===== src/rtl/sqrt_pkg.sv =====
// Shared types and defaults for the square-root sequencing controller.
// The state encoding is exported so checkers can bind to the debug state port.
package sqrt_pkg;

   localparam int ITERS_DEF = 26;
   localparam int TAG_W_DEF = 5;

   typedef enum logic [1:0] {
      S_IDLE = 2'd0,
      S_ITER = 2'd1,
      S_NORM = 2'd2,
      S_DONE = 2'd3
   } sqrt_state_e;

endpackage


===== src/rtl/sqrt_iter_counter.sv =====
// Recurrence step counter: counts 0..ITERS-1 while enabled and wraps to 0 after the last step.
// clear has priority over enable.
module sqrt_iter_counter
   import sqrt_pkg::*;
#(
   parameter int ITERS = ITERS_DEF,
   parameter int CW    = $clog2(ITERS)
) (
   input  logic          clk,
   input  logic          rst,
   input  logic          clear,
   input  logic          enable,
   output logic [CW-1:0] count,
   output logic          tc
);

   localparam logic [CW-1:0] LAST = CW'(ITERS - 1);

   assign tc = (count == LAST);

   always_ff @(posedge clk) begin
      if (rst || clear) begin
         count <= '0;
      end else if (enable) begin
         count <= tc ? '0 : count + 1'b1;
      end
   end

endmodule


===== src/rtl/sqrt_controller.sv =====
// Sequencing controller for a digit-recurrence square-root unit: accept, ITERS
// recurrence steps, one normalize step, then hold the result until consumed.
//
// Handshakes: a request transfers on a cycle where in_valid && in_ready; a result
// transfers on a cycle where out_valid && out_ready. flush kills any operation; a
// flush coinciding with a result transfer still counts as that transfer.
module sqrt_controller
   import sqrt_pkg::*;
#(
   parameter int ITERS = ITERS_DEF,
   parameter int TAG_W = TAG_W_DEF
) (
   input  logic                     clk,
   input  logic                     rst,
   input  logic                     flush,
   input  logic                     in_valid,
   output logic                     in_ready,
   input  logic                     in_special,
   input  logic [TAG_W-1:0]         in_tag,
   output logic                     ld_en,
   output logic                     clr_acc,
   output logic                     iter_en,
   output logic [$clog2(ITERS)-1:0] iter_idx,
   output logic                     norm_en,
   output logic                     busy,
   output logic                     out_valid,
   input  logic                     out_ready,
   output logic                     out_special,
   output logic [TAG_W-1:0]         out_tag,
   output sqrt_state_e              dbg_state
);

   localparam int CW = $clog2(ITERS);

   sqrt_state_e   state;
   sqrt_state_e   state_nx;
   logic          accept;
   logic [CW-1:0] cnt;
   logic          cnt_tc;
   logic          cnt_clr;

   assign dbg_state = state;

   // Counter only runs in ITER; everywhere else it is held at zero.
   assign cnt_clr = flush || (state != S_ITER);

   sqrt_iter_counter #(
      .ITERS (ITERS),
      .CW    (CW)
   ) u_iter_counter (
      .clk    (clk),
      .rst    (rst),
      .clear  (cnt_clr),
      .enable (iter_en),
      .count  (cnt),
      .tc     (cnt_tc)
   );

   always_ff @(posedge clk) begin
      if (rst) begin
         state <= S_IDLE;
      end else begin
         state <= state_nx;
      end
   end

   always_ff @(posedge clk) begin
      if (rst) begin
         out_tag     <= '0;
         out_special <= 1'b0;
      end else if (accept) begin
         out_tag     <= in_tag;
         out_special <= in_special;
      end
   end

   // Outputs are all forced inactive while rst is high, even if state is stale.
   always_comb begin
      state_nx  = state;
      in_ready  = 1'b0;
      accept    = 1'b0;
      ld_en     = 1'b0;
      clr_acc   = 1'b0;
      iter_en   = 1'b0;
      iter_idx  = '0;
      norm_en   = 1'b0;
      busy      = 1'b0;
      out_valid = 1'b0;
      if (!rst) begin
         busy      = (state != S_IDLE);
         out_valid = (state == S_DONE);
         in_ready  = (state == S_IDLE) && !flush;
         accept    = in_ready && in_valid;
         ld_en     = accept;
         clr_acc   = accept || flush;
         iter_en   = (state == S_ITER) && !flush;
         norm_en   = (state == S_NORM) && !flush;
         if (state == S_ITER) begin
            iter_idx = cnt;
         end
         unique case (state)
            S_IDLE: if (accept) state_nx = in_special ? S_DONE : S_ITER;
            S_ITER: if (cnt_tc) state_nx = S_NORM;
            S_NORM: state_nx = S_DONE;
            S_DONE: if (out_ready) state_nx = S_IDLE;
            default: state_nx = S_IDLE;
         endcase
         if (flush) begin
            state_nx = S_IDLE;
         end
      end
   end

endmodule

===== config.mk =====
export PLATFORM = sky130hd
export DESIGN_NAME = sqrt_controller
export DESIGN_NICKNAME = d
export VERILOG_FILES = /design/src/rtl/sqrt_pkg.sv /design/src/rtl/sqrt_iter_counter.sv /design/src/rtl/sqrt_controller.sv
export SDC_FILE = /design/constraint.sdc
export NUM_CORES = 1
export LEC_CHECK = 0
export CAP_MARGIN = 25
export CELL_PAD_IN_SITES_DETAIL_PLACEMENT = 1
export CELL_PAD_IN_SITES_GLOBAL_PLACEMENT = 1
export CORE_MARGIN = 8
export CORE_UTILIZATION = 28
export CTS_BUF_LIST = sky130_fd_sc_hd__clkbuf_8 sky130_fd_sc_hd__clkbuf_16
export CTS_CLUSTER_SIZE = 16
export DETAILED_ROUTE_END_ITERATION = 12
export HOLD_SLACK_MARGIN = 0.03
export MAX_ROUTING_LAYER = met4
export PLACE_DENSITY = 0.82
export SETUP_SLACK_MARGIN = 0.1
export SYNTH_ARGS = -nofsm -noshare
export SYNTH_HDL_FRONTEND = slang
export SYNTH_SLANG_ARGS = --single-unit

===== constraint.sdc =====
create_clock -name clk -period 1.5 [get_ports clk]
set_input_delay 0.15 -clock clk [delete_from_list [all_inputs] [get_ports clk]]
set_output_delay 0.15 -clock clk [all_outputs]
set_load 0.05 [all_outputs]

==> impl_metrics.toml, run 1 <==
[sta]
tns_ns = -0.348
report.final.slew_viol_count = 0
rsz0062_at_grt = "yes"
worstMarginPinSlew_ns = 0.291
finalHoldViolCount = 0
fin_ws_ns = -0.0961
finalCritPeriodShare = 1.06
setup_viol = 7
clock.fmax_mhz = 627
period_needed_ns = 1.60
skew_ns = 0.00324
slew_headroom = 0.806

[global_routing]
grt_usage = 0.122
antenna_found_initial = 0
grt_pass1_vias = 805
grt_max_degree = 9
grt_overflow = 0
grt_pass1_wl_um = 3980

[pwr]
switching_share = 0.296
ir_drop_mv = 0.490
p_leak_nw = 0.602
p_int_uw = 672
total_power_uw = 955
power_frac_comb = 0.289
seq_power_share = 0.380
switchingPower_uw = 283
p_per_area_mw_per_mm2 = 671
clkPwrFrac = 0.330

[layout]
final_area_mm2 = 0.00142
syn_to_final_growth_pct = 109
drive_gt1_frac = 0.520
diodes = 0
fin_nets = 142
fill_cells = 270

[synthesis]
synth_area_leaders = "dfxtp_1 (38%), ha_1 (13%), mux2i_1 (12%)"
synthArstFlopShare = 0
ys_types = 21
synth_largest_area_cell = "dfxtp_1"
syn_avg_cell_area_um2 = 9.20
syn_area_um2 = 681
synthCells = 74
synth_commonest_cells = "dfxtp_1 (13), nor2_1 (13), mux2i_1 (8)"
synth_seq_cells = 13
ys_seq_area_frac = 0.382
yosysWarnings = 0
synth_top_area_share = 0.382
synthFlopType = "dfxtp_1"
synth_edf_count = 0
synth_fp_nets = 92

[clock_tree]
cts_buffers = 3
cts-root-buf = "clkbuf_8"
cts_htree_levels = 1
path_clk_slew_ns = 0.06
clk_latency_ns = 0.24
cts.sinks = 13
clock_path_buffers = 2
tritoncts = "done"

[placed_design]
place_area_mm2 = 0.00123
post-place-ws_ns = -0.153
portBuffers = 30
gp_congestion = 0.790
hpwl_um = 1800

[floorplan]
io_pins = 31
core_mm2 = 0.00239
dieArea_mm2 = 0.00426
start_util = 0.285
rows = 18
die_h_um = 65.3
fp.dieW_um = 65.3

[routing]
drc = 0
drt_wl_total_um = 2510
dr.pass1.iters = 4
wire_per_inst_um = 16.4
vias_per_cell = 4.72
drtIter0Drc = 11
vias = 722
antenna_left = 0

[critical_path]
cp_data_required_time_ns = 1.35
critPathLaunchType = "flop"
critPathKind = "flop to output pin"
cp-end-kind = "output pin"
crit_arrival_ns = 1.45
critPathMaxFanout = 4

[status]
run_status = "finished with violations"
violations = "negative setup slack"

[worst_hold_path]
hold_class = "input pin to flop"

[job]
maxCapViolCount = 0
flip-flops by register name, summed over array words and instances (netlist names):
name and flops:
u_iter_counter.count 5, out_special 1, dbg_state 2, out_tag 5
power by group through the flow:
stage / clock [mW] / combinational, mW / sequential (mW)
3_3_place_gp: 0 / 0.235 / 0.370
3_5_place_dp: 0 / 0.241 / 0.370
5_1_grt: 0.342 / 0.294 / 0.364
6_report: 0.316 / 0.276 / 0.363
2_1_floorplan: 0 / 0.0935 / 0.400
4_1_cts: 0.315 / 0.262 / 0.362
layout make-up:
| type | count | area (µm²) | area share |
|---|---|---|---|
| clock buffers | 3 | 41.3 | 0.0290 |
| multi-input cells | 54 | 514 | 0.361 |
| well taps | 30 | 37.5 | 0.0264 |
| inverters | 5 | 26.3 | 0.0185 |
| repair buffers | 47 | 531 | 0.373 |
| clock inverters | 1 | 3.75 | 0.00264 |
| flip-flops and latches | 13 | 270 | 0.190 |
routing by layer:
metal  vias to the layer above  track usage  wire, µm
met5                         -            -         0
met3                         4       0.0323       131
li1                        341            -         -
met4                         0       0.0436        29
met2                        28        0.218      1360
met1                       349        0.126       994
final timing paths:
| check | start | slack, ns | cells after the start | endpoint |
|---|---|---|---|---|
| worst min register to register | out_tag[0]$_SDFFE_PP0P_ | 0.52 | 2 | out_tag[0]$_SDFFE_PP0P_ |
| worst min-delay path | rst | 0.50 | 3 | out_tag[3]$_SDFFE_PP0P_ |
| worst max-delay path | dbg_state[0]$_SDFFE_PP0P_ | -0.1 | 6 | clr_acc |
| worst max register to register | dbg_state[1]$_SDFFE_PP0P_ | 0.02 | 8 | out_tag[3]$_SDFFE_PP0P_ |
cells by family after synthesis:
kind of cell	count (synthesis)	synth area share
and+or+nand+nor	32	0.243
muxes	9	0.134
adders and majority gates	7	0.129
xor gates and xnor gates	3	0.0386
buffers and inverters	7	0.0404
DFF	13	0.382
AOI/OAI and AO/OA	3	0.0331
critical path, cell delays in order (launching register included):
cell,delay (ns)
dfxtp_4,0.38
inv_4,0.04
ha_4,0.16
nor4bb_4,0.15
buf_4,0.15
a21o_4,0.18
buf_12,0.14
cell usage in the layout, fill, tap and decap left out:
cell type	Yosys	final
and2_1	7	2
buf_6	0	1
ha_1	7	2
inv_4	0	1
clkdlybuf4s50_1	0	9
dfxtp_2	0	2
a21o_4	0	1
xor2_1	2	2
nor2_4	0	1
xnor2_1	1	1
nand4b_1	1	1
nand3_1	3	3
inv_6	0	1
mux2_2	1	1
dfxtp_4	0	2
nor2_1	13	12
and2_4	0	6
nand2_1	3	3
or2b_1	1	1
dlygate4sd2_1	0	1
clkbuf_8	0	3
o21ai_0	1	1
a222oi_1	1	1
inv_1	5	3
nor4bb_4	0	1
buf_12	0	12
nor2b_4	0	2
buf_4	0	24
dfxtp_1	13	9
ha_4	0	5
inv_2	0	1
mux2i_1	8	8
stage by stage:
step | std cells | hold WS, ns | util
2_1_floorplan | 74 | 0.297 | -
4_1_cts | 150 | 0.502 | 0.562
3_3_place_gp | 141 | 0.478 | 0.514
6_report | 153 | 0.504 | 0.596
3_5_place_dp | 141 | 0.507 | 0.514
5_1_grt | 153 | 0.548 | 0.596
timing repair:
item	CTS	global route
pin swaps	1	7
resized for setup	8	17
endpoints found under the setup margin	18	20
hold buffers	0	0
hold endpoints to repair	0	0
setup buffers	5	3
Power figures use the tool's default switching activity.
==> run 2, diff against run 1 <==
Settings changed: CTS_CLUSTER_DIAMETER set to 40.
==> results of run 2 <==
Same layout as run 1: the final DEF is identical, and so are final timing and power.
==> run 3, diff against run 2 <==
Settings changed: CORE_UTILIZATION 28 to 30, PLACE_DENSITY 0.82 to 0.86.
Clock period 1.5 ns to 1.9 ns, I/O delays scaled along.
==> impl_metrics.toml, run 3 (same netlist as run 1, synthesis figures left out) <==
[sta]
clock.fmax_mhz = 565
skew_ns = 0.00410
setup_viol = 0
rsz0062_at_grt = "yes"
finalCritPeriodShare = 0.931
slew_headroom = 0.606
fin_ws_ns = 0.130
tns_ns = 0
hold_ws_ns = 0.494
report.final.slew_viol_count = 0
worstMarginPinSlew_ns = 0.591
finalHoldViolCount = 0
period_needed_ns = 1.77

[critical_path]
critPathMaxFanout = 5
cp_top_family = "buffers and inverters"
path_buf_inv = 3
cp-end-kind = "output pin"
cp_data_required_time_ns = 1.71
critPathKind = "flop to output pin"
cp_cell_sequence = "inv_1, ha_4, nor4bb_4, buf_4, a21o_2, buf_12"
crit_arrival_ns = 1.58
critPathLaunchType = "flop"
cp_slowest_cell = "dfxtp_2"
max_stage_delay_ns = 0.37

[pwr]
p_leak_nw = 0.506
power_frac_comb = 0.257
seq_power_share = 0.402
p_per_area_mw_per_mm2 = 575
switchingPower_uw = 204
switching_share = 0.285
clkPwrFrac = 0.341
p_int_uw = 512
ir_drop_mv = 0.337
total_power_uw = 716

[placed_design]
portBuffers = 30
post-place-ws_ns = 0.180
gp_congestion = 0.801
hpwl_um = 1800
place_area_mm2 = 0.00117

[global_routing]
grt_overflow = 0
grt_max_degree = 8
antenna_found_initial = 0
grt_usage = 0.110
grt_pass1_vias = 699
grt_pass1_wl_um = 3440

[clock_tree]
cts-root-buf = "clkbuf_8"
cts.sinks = 13
cts_buffers = 3
postCtsSetupBuffers = 0
ctsHoldBuffers = 0
path_clk_slew_ns = 0.06
tritoncts = "done"
clk_latency_ns = 0.25
cts_htree_levels = 1
clock_path_buffers = 2

[status]
run_status = "finished clean"

[routing]
drt_wl_total_um = 2140
vias_per_cell = 4.68
antenna_left = 0
dr.pass1.iters = 5
drtIter0Drc = 7
vias = 646
wire_per_inst_um = 15.5
drc = 0

[layout]
final_area_mm2 = 0.00125
diodes = 0
final_cell_mix = "clkdlybuf4s50_1 (18), nor2_1 (12), buf_12 (12)"
drive_gt1_frac = 0.273
regArea_um2 = 263
multi_input_area_um2 = 434
syn_to_final_growth_pct = 83.1
fill_cells = 246
layout_commonest_cell = "clkdlybuf4s50_1"
fin_nets = 129

[floorplan]
dieArea_mm2 = 0.00405
io_pins = 31
start_util = 0.314
rows = 17
fp.dieW_um = 63.6
die_h_um = 63.6
core_mm2 = 0.00217

[worst_hold_path]
hold_class = "flop to flop"

[job]
maxCapViolCount = 0
==> run 3: changes by cell type in the layout (fill, tap and decap cells not counted), moves of 2 or more <==
cell             before  now
and2_1                2    7
and2_4                6    0
buf_4                24    4
clkdlybuf4s50_1       9   18
dfxtp_1               9   11
dfxtp_4               2    0
ha_1                  2    5
ha_4                  5    1
inv_1                 3    5
==> run 3: worst paths after layout <==
check,from,endpoint,slack [ns],depth (start not counted)
worst max register to register,u_iter_counter.count[0]$_SDFFE_PN0P_,dbg_state[0]$_SDFFE_PP0P_,0.27,4
worst min-delay path,out_tag[4]$_SDFFE_PP0P_,out_tag[4]$_SDFFE_PP0P_,0.49,2
worst max-delay path,dbg_state[1]$_SDFFE_PP0P_,clr_acc,0.13,6
worst min register to register,out_tag[4]$_SDFFE_PP0P_,out_tag[4]$_SDFFE_PP0P_,0.49,2
==> run 3: repair_timing <==
item / CTS / global route
hold endpoints to repair: 0 / 0
gates resized for setup: 2 / 6
setup endpoints to repair: 6 / 7
cloned: 0 / 0
==> run 3: through the flow <==
stage          cells  utilization
3_3_place_gp     134        0.538
3_5_place_dp     134        0.538
5_1_grt          138        0.574
2_1_floorplan     74            -
6_report         138        0.574
4_1_cts          138        0.561
==> run 3: routing by layer <==
metal | wire length, µm | GRT usage | vias up | share of wire
met5 | 0 | - | - | 0
met4 | 47 | 0.0585 | 0 | 0.022
met3 | 105 | 0.0300 | 5 | 0.049
met2 | 1150 | 0.191 | 21 | 0.54
met1 | 843 | 0.111 | 308 | 0.39
li1 | - | - | 312 | -
==> run 3: area by class of cell <==
cell class,count,share of cell area
multi-input cells,54,0.348
well taps,28,0.0281
flip-flops and latches,13,0.211
inverters,5,0.0151
clock buffers,3,0.0331
clock inverters,1,0.00301
repair buffers,34,0.361
==> run 3: power groups by stage <==
stage	Sequential, mW	Combinational [mW]	Clock (mW)
global placement	0.293	0.170	0
detailed placement	0.293	0.176	0
global route	0.289	0.195	0.263
finish	0.288	0.184	0.244
floorplan	0.316	0.0668	0
CTS	0.287	0.178	0.251
==> run 3: worst reg2reg max path, delay by kind of cell, from the launching register on <==
family / cells / cell delay, ns
flip-flops: 1 / 0.40
multiplexers: 1 / 0.24
adder cells (fa/ha/maj): 1 / 0.18
AND/OR/NAND/NOR: 1 / 0.16
AO/OA/AOI/OAI: 1 / 0.59
